<file path="config.mk">
export PLATFORM = sky130hd
export DESIGN_NAME = ex_mem_pipe_reg
export DESIGN_NICKNAME = d
export VERILOG_FILES = /design/src/rtl/ex_mem_pipe_reg.sv
export SDC_FILE = /design/constraint.sdc
export NUM_CORES = 1
export LEC_CHECK = 0
export BUFFER_PORTS_ARGS = -buffer_cell sky130_fd_sc_hd__buf_2
export CAP_MARGIN = 40
export CORE_ASPECT_RATIO = 1.1
export CORE_MARGIN = 2
export CORE_UTILIZATION = 44
export CTS_BUF_LIST = sky130_fd_sc_hd__clkbuf_16
export DETAILED_ROUTE_END_ITERATION = 6
export HOLD_SLACK_MARGIN = 0.1
export PLACE_DENSITY = 0.78
export SYNTH_ARGS = -nofsm -noshare
export SYNTH_HDL_FRONTEND = slang
export SYNTH_SLANG_ARGS = --single-unit
</file>
<file path="constraint.sdc">
create_clock -name clk -period 1.1 [get_ports clk]
set_input_delay 0.22 -clock clk [delete_from_list [all_inputs] [get_ports clk]]
set_output_delay 0.22 -clock clk [all_outputs]
set_load 0.005 [all_outputs]
</file>
<file path="src/rtl/ex_mem_pipe_reg.sv">
// rtl/ex_mem_pipe_reg.sv - EX->MEM pipeline register with stall, flush, valid and forward-qualify
module ex_mem_pipe_reg #(
    parameter int WIDTH      = 32,
    parameter int REG_ADDR_W = 5,
    parameter int RES_SRC_W  = 2
) (
    input  logic                  clk,
    input  logic                  rst,
    input  logic                  StallM,
    input  logic                  FlushM,
    input  logic                  ValidE,
    input  logic                  RegWriteE,
    input  logic [RES_SRC_W-1:0]  ResultSrcE,
    input  logic                  MemWriteE,
    input  logic [WIDTH-1:0]      ALUResultE,
    input  logic [WIDTH-1:0]      WriteDataE,
    input  logic [REG_ADDR_W-1:0] RdE,
    input  logic [WIDTH-1:0]      PCPlus4E,
    output logic                  ValidM,
    output logic                  RegWriteM,
    output logic [RES_SRC_W-1:0]  ResultSrcM,
    output logic                  MemWriteM,
    output logic [WIDTH-1:0]      ALUResultM,
    output logic [WIDTH-1:0]      WriteDataM,
    output logic [REG_ADDR_W-1:0] RdM,
    output logic [WIDTH-1:0]      PCPlus4M,
    output logic                  FwdValidM
);

    // Architectural enables are qualified by ValidE so a bubble can never write state.
    logic reg_write_q;
    logic mem_write_q;
    logic rd_nonzero;

    assign reg_write_q = RegWriteE & ValidE;
    assign mem_write_q = MemWriteE & ValidE;
    assign rd_nonzero  = (RdE != '0);

    always_ff @(posedge clk) begin
        if (rst || FlushM) begin
            ValidM     <= 1'b0;
            RegWriteM  <= 1'b0;
            ResultSrcM <= '0;
            MemWriteM  <= 1'b0;
            ALUResultM <= '0;
            WriteDataM <= '0;
            RdM        <= '0;
            PCPlus4M   <= '0;
            FwdValidM  <= 1'b0;
        end else if (!StallM) begin
            ValidM     <= ValidE;
            RegWriteM  <= reg_write_q;
            ResultSrcM <= ResultSrcE;
            MemWriteM  <= mem_write_q;
            ALUResultM <= ALUResultE;
            WriteDataM <= WriteDataE;
            RdM        <= RdE;
            PCPlus4M   <= PCPlus4E;
            FwdValidM  <= reg_write_q & rd_nonzero;
        end
    end

endmodule

</file>
## After elaboration in Yosys (flattened, before gate mapping)

Index checks and enable logic that the tools add are counted.

- Bitwise gates (word level): 3
- Reductions and logical operators: 2

Operators with widths:

| operator | number |
|---|---|
| $reduce_bool A5 Y1 | 1 |
| $and A1 B1 Y1 | 3 |
| $logic_or A1 B1 Y1 | 1 |

- Bits in registers: 107
- Input bits: 110
- Output and inout bits: 107

## Longest topological paths before layout

Gate-level depths: netlist of the first run.

- Depth after elaboration: 2
- Gate-level depth with buffers: 5

## Worst setup path after synthesis of the first run

No wires, ideal clock.

- Path kind: input-to-reg
- Start: in RdE[0]
- End: reg FwdValidM
- Arrival: 0.908 ns
- Required time: 0.982 ns
- Slack: 0.074 ns
- Stages: 3
- Cell sequence: or4_1 -> o21bai_1 -> a21oi_1

- Word-level cells in the longest chain between the ends: 2

RTL lines:

| item | RTL line | RTL |
|---|---|---|
| start: declaration | 17 | `input logic [REG_ADDR_W-1:0] RdE,` |
| $reduce_bool A5 Y1 | 37 | `assign rd_nonzero = (RdE != '0);` |
| $and A1 B1 Y1 | 59 | `FwdValidM <= reg_write_q & rd_nonzero;` |
| end signal: assignment | 59 |  |
| end: declaration | 27 | `output logic FwdValidM` |

Every way passes these cells.
A chain may end at the register's enable or synchronous reset.

## Final worst setup path of the first run

- Start: reg WriteDataM[5]
- End: out WriteDataM[5]

RTL lines:

| item | RTL line | RTL |
|---|---|---|
| start: declaration | 24 | `output logic [WIDTH-1:0] WriteDataM,` |
| start signal: assignment | 56 | `WriteDataM <= WriteDataE;` |

No word-level cell between the ends.

==> results.sh, run 1 <==
export IMPL_slew_viol_final=0
export IMPL_finClkSkew_ns=0
export IMPL_final_period_utilization_pct=92.72
export IMPL_vdd_drop_max_mv=1.016
export IMPL_cp_top_family="flip-flops"
export IMPL_path_buf_inv=1
export IMPL_num_antenna_cells=0
export IMPL_yosys_cell_types_count=15
export IMPL_slew_headroom_pct=83.04
export IMPL_cts_hold_buf=0
export IMPL_synth_xor_area_share_pct=0
export IMPL_synth_warnings=0
export IMPL_syn_to_final_growth_pct=38.09
export IMPL_hold_viol=0
export IMPL_worst_path_largest_cell_delay_ns=0.35
export IMPL_grt_usage_pct=17.91
export IMPL_cts_sinks=107
export IMPL_cellPowerDensity_nw_per_um2=1546
export IMPL_ant_nets=0
export IMPL_period_needed_ns=1.020
export IMPL_status="completed"
export IMPL_worstHoldPathCells=3
export IMPL_antenna_found_initial=0
export IMPL_synth_mux_area_share_pct=26.96
export IMPL_grt_max_degree=56
export IMPL_synthAdderAreaFrac_pct=0
export IMPL_clock_latency_ns=0.33
export IMPL_grt_overflow=0
export IMPL_clk_pin_slew_ns=0.07
export IMPL_fin_tns_setup_ns=0
export IMPL_fin_ws_ns=0.08011
export IMPL_core_area_um2=8408
export IMPL_fmax_mhz=980.5
export IMPL_multi_input_area_um2=1493
export IMPL_worstReg2RegStart="MemWriteM"
export IMPL_drt_initial_drc_count=54
export IMPL_synth_simple_gate_area_share_pct=11.22
export IMPL_max_cap_violations=0
export IMPL_setup_viol=0
export IMPL_synth_compound_area_share_pct=0.7853
export IMPL_regArea_um2=2142
export IMPL_cp_depth=1
export IMPL_place_hpwl_um=6696
export IMPL_fillers=715
export IMPL_dr_pass1_iters=4
export IMPL_synthCells=350
export IMPL_h_tree_depth=3
export IMPL_post_cts_buffers=0
export IMPL_syn_avg_cell_area_um2=10.92
export IMPL_crit_fanout=2
export IMPL_clockBufferDepth=2
export IMPL_post_cts_resized=0
export IMPL_startpoint="WriteDataM[5]"
export IMPL_die_area_um2=9452
export IMPL_critPathSlowestCell="dfxtp_1"
export IMPL_wl_per_cell_um=13.04
export IMPL_nNetsFinal=669
export IMPL_synth_net_count=460
export IMPL_layout_drive_gt1_share_pct=41.84
export IMPL_grt_pass1_vias=3016
export IMPL_layout_cells_most_common="buf_2"
export IMPL_drc=0
export IMPL_finalWeightedCongestion=0.7213
export IMPL_vias=3133
export IMPL_io_pins=217
export IMPL_rsz0062_at_grt="no"
export IMPL_crit_path_start_kind="flip-flop"
export IMPL_leakage_uw=0.002843
export IMPL_cp_cell_sequence="buf_2"
export IMPL_power_uw=8161
export IMPL_required_ns=0.88
export IMPL_mostFrequentLayoutCells="buf_2, dfxtp_1, nor2_1"
export IMPL_via_per_inst=4.641
export IMPL_tritoncts="yes"
export IMPL_initial_core_util_pct=45.48
export IMPL_fp_dieW_um=92.88
export IMPL_root_buffer="clkbuf_16"
export IMPL_arrival_ns=0.80
export IMPL_die_h_um=101.8
export IMPL_r2r_worst_path_cells=2
export IMPL_row_count=35
export IMPL_crit_type="reg -> out"
export IMPL_wl_um=8800
export IMPL_critPathCaptureType="output pin"
export IMPL_grt_pass1_wl_um=13600
export IMPL_holdCritPathClass="in -> reg"
export IMPL_syn_area_um2=3824
export IMPL_ys_ff_latch=107
export IMPL_hold_start="PCPlus4E[9]"
export IMPL_io_buffers=216
export IMPL_place_ws_ns=-0.08588
export IMPL_synth_top_family_by_area="multiplexers"
export IMPL_cts_made_buffers=9
export IMPL_utilization_pct=62.80
export IMPL_ys_seq_area_share_pct=56.02
export IMPL_tightest_slew_ns=0.2544
## power breakdown
part	internal, uW	switching, uW
registers	4000	60.8
logic	449	376
clock network	1970	1310
## worst paths after layout
kind / end / slack [ns]
setup / recovery: WriteDataM[5] / 0.08
hold / removal: PCPlus4M[9] / 0.12
setup reg to reg: MemWriteM / 0.44
hold reg to reg: RegWriteM / 0.46
## routing by layer
layer	global-route usage, %	up-vias	wire length [um]	part of all wire (%)
met2	31.83	143	4321	49
met3	6.622	9	984	11
met5	0	-	0	0
li1	-	1576	-	-
met4	5.656	0	85	0.97
met1	20.00	1405	3408	39
## Yosys cell counts
master	n	area share [%]
clkbuf_1	7	0.69
buf_8	1	0.39
nand3b_1	1	0.20
a21oi_1	3	0.39
dfxtp_1	107	56
a22oi_1	1	0.20
nor2b_1	1	0.16
o21bai_1	1	0.20
or2_1	1	0.16
buf_6	8	2.4
buf_4	8	1.6
nor2_1	105	10
nand2_1	2	0.20
or4_1	1	0.20
mux2i_1	103	27
## logic make-up after synthesis
| family | count (synthesis) |
|---|---|
| compound gates | 5 |
| buf+inv | 24 |
| simple gates | 111 |
| mux | 103 |
| flops | 107 |
## final cells by class
cell class / instances / share of cell area [%]
clock buffers: 9 / 4.265
clock inverters: 7 / 1.635
multi-input cells: 219 / 28.27
flip-flops and latches: 107 / 40.57
well taps: 111 / 2.630
repair buffers: 222 / 22.63
## flip-flops by register name, summed over array words and instances, names as in the netlist
register    flops
RdM             5
WriteDataM     32
FwdValidM       1
RegWriteM       1
ResultSrcM      2
MemWriteM       1
PCPlus4M       32
ALUResultM     32
ValidM          1
## per-stage QoR
| step | std cells | hold slack, ns | cell area, um^2 |
|---|---|---|---|
| floorplan | 350 | 0.3639 | 3824 |
| global placement | 659 | 0.4471 | 4969 |
| detailed placement | 659 | 0.4553 | 4969 |
| CTS | 675 | 0.1078 | 5280 |
| global route | 675 | 0.1091 | 5280 |
| finish | 675 | 0.1197 | 5280 |
(Power assumes the default switching activity.)
==> run 2, diff against run 1 <==
- CORE_MARGIN: 2 -> 4
==> run 2 against run 1 <==
Final cell count up 0.89%. Core utilization is 0.18 points lower. Combinational power increased by 2%. Critical path type unchanged. Routed wire length rose by 9.3%. Largest cell class unchanged. Highest routed layer unchanged.
==> results.sh, run 2 (synthesis results as in run 1) <==
export IMPL_slew_headroom_pct=84.45
export IMPL_clockBufferDepth=2
export IMPL_cts_hold_buf=0
export IMPL_nNetsFinal=675
export IMPL_h_tree_depth=3
export IMPL_arrival_ns=0.80
export IMPL_crit_type="reg -> out"
export IMPL_row_count=35
export IMPL_initial_core_util_pct=45.48
export IMPL_fp_dieW_um=96.88
export IMPL_max_cap_violations=0
export IMPL_r2r_slack_ns=0.45
export IMPL_tritoncts="yes"
export IMPL_fmax_mhz=976.0
export IMPL_worstReg2RegStart="MemWriteM"
export IMPL_cellPowerDensity_nw_per_um2=1472
export IMPL_grt_usage_pct=18.52
export IMPL_largestRegisters="ALUResultM x32, PCPlus4M x32, WriteDataM x32"
export IMPL_root_buffer="clkbuf_16"
export IMPL_crit_path_start_kind="flip-flop"
export IMPL_grt_overflow=0
export IMPL_antenna_found_initial=0
export IMPL_reg2reg_to="MemWriteM"
export IMPL_startpoint="RdM[0]"
export IMPL_grt_pass1_vias=3349
export IMPL_path_buf_inv=1
export IMPL_grt_pass1_wl_um=15810
export IMPL_fin_tns_setup_ns=0
export IMPL_holdCritPathClass="in -> reg"
export IMPL_dr_pass1_iters=4
export IMPL_grt_max_degree=56
export IMPL_vias=3177
export IMPL_post_cts_resized=0
export IMPL_clk_pin_slew_ns=0.07
export IMPL_drc=0
export IMPL_die_h_um=105.8
export IMPL_ant_nets=0
export IMPL_drt_initial_drc_count=40
export IMPL_rsz0062_at_grt="no"
export IMPL_layout_cells_most_common="buf_2"
export IMPL_place_hpwl_um=7541
export IMPL_cts_made_buffers=9
export IMPL_required_ns=0.88
export IMPL_tightest_slew_ns=0.2333
export IMPL_critPathCaptureType="output pin"
export IMPL_via_per_inst=4.665
export IMPL_slew_viol_final=0
export IMPL_setup_viol=0
export IMPL_instances_no_fill=681
export IMPL_place_inst=665
export IMPL_vdd_drop_max_mv=0.8370
export IMPL_wl_per_cell_um=14.12
export IMPL_hold_viol=0
export IMPL_cts_sinks=107
export IMPL_cp_top_family="flip-flops"
export IMPL_critPathSlowestCell="dfxtp_1"
export IMPL_leakage_uw=0.002843
export IMPL_mostFrequentLayoutCells="buf_2, dfxtp_1, nor2_1"
export IMPL_period_needed_ns=1.025
export IMPL_crit_fanout=2
export IMPL_wl_um=9615
export IMPL_core_area_um2=8408
export IMPL_die_area_um2=10250
export IMPL_cp_cell_sequence="buf_2"
export IMPL_r2r_worst_path_cells=2
export IMPL_num_antenna_cells=0
export IMPL_syn_to_final_growth_pct=37.70
export IMPL_place_area_um2=5001
export IMPL_whs_endpoint="PCPlus4M[10]"
export IMPL_layout_drive_gt1_share_pct=42.46
export IMPL_io_pins=217
export IMPL_hold_start="PCPlus4E[10]"
export IMPL_hold_slack_ns=0.1140
export IMPL_io_buffers=216
export IMPL_finalWeightedCongestion=0.8445
export IMPL_post_cts_buffers=0
export IMPL_stdcell_area_um2=5265
export IMPL_status="completed"
export IMPL_final_period_utilization_pct=93.15
export IMPL_worst_path_largest_cell_delay_ns=0.35
export IMPL_worstHoldPathCells=3
export IMPL_finClkSkew_ns=0
export IMPL_clock_latency_ns=0.33
-- run 2: cell count changes in the layout (fill, tap and decap cells not counted), sizes merged --
cell,delta
buf,+6
clkinv,+1
clkinvlp,+1
bufinv,-2
-- run 2: worst max-delay path by stage --
stage                   endpoint  slack [ns]  cells past startpoint
floorplan              FwdValidM        0.07                      3
global placement       FwdValidM       -0.09                      4
detailed placement     FwdValidM       -0.09                      4
CTS                  PCPlus4M[3]        0.06                      1
global route        PCPlus4M[15]        0.03                      1
finish                    RdM[0]        0.08                      1
-- run 2: area by class of cell --
cell class                 instances  area (um^2)
fill                             729         3143
sequential                       107         2142
multi-input combinational        219         1493
timing repair buffer             228         1227
clock buffer                       9        225.2
tap                              111        138.9
clock inverter                     7        38.79
-- run 2: metrics by stage --
step | worst slack, ns | power [uW] | utilization (%)
after detailed placement | -0.09280 | 5003 | 59.48
after global routing | 0.02809 | 8093 | 62.62
final | 0.07539 | 7753 | 62.62
after CTS | 0.06219 | 7821 | 62.62
after global placement | -0.09227 | 4971 | 59.48
after floorplan | 0.07350 | 4605 | -
-- run 2: power by group --
group / internal [uW] / switching, uW
clock: 1510 / 1340
sequential: 4000 / 64.1
combinational: 457 / 386
total: 5960 / 1790
-- run 2: routing by layer --
metal | global-route usage (%) | wire length (um) | up-vias
met2 | 32.10 | 4667 | 154
met1 | 21.15 | 3853 | 1422
met5 | 0 | 0 | -
met4 | 5.817 | 147 | 0
li1 | - | - | 1588
met3 | 6.817 | 947 | 13
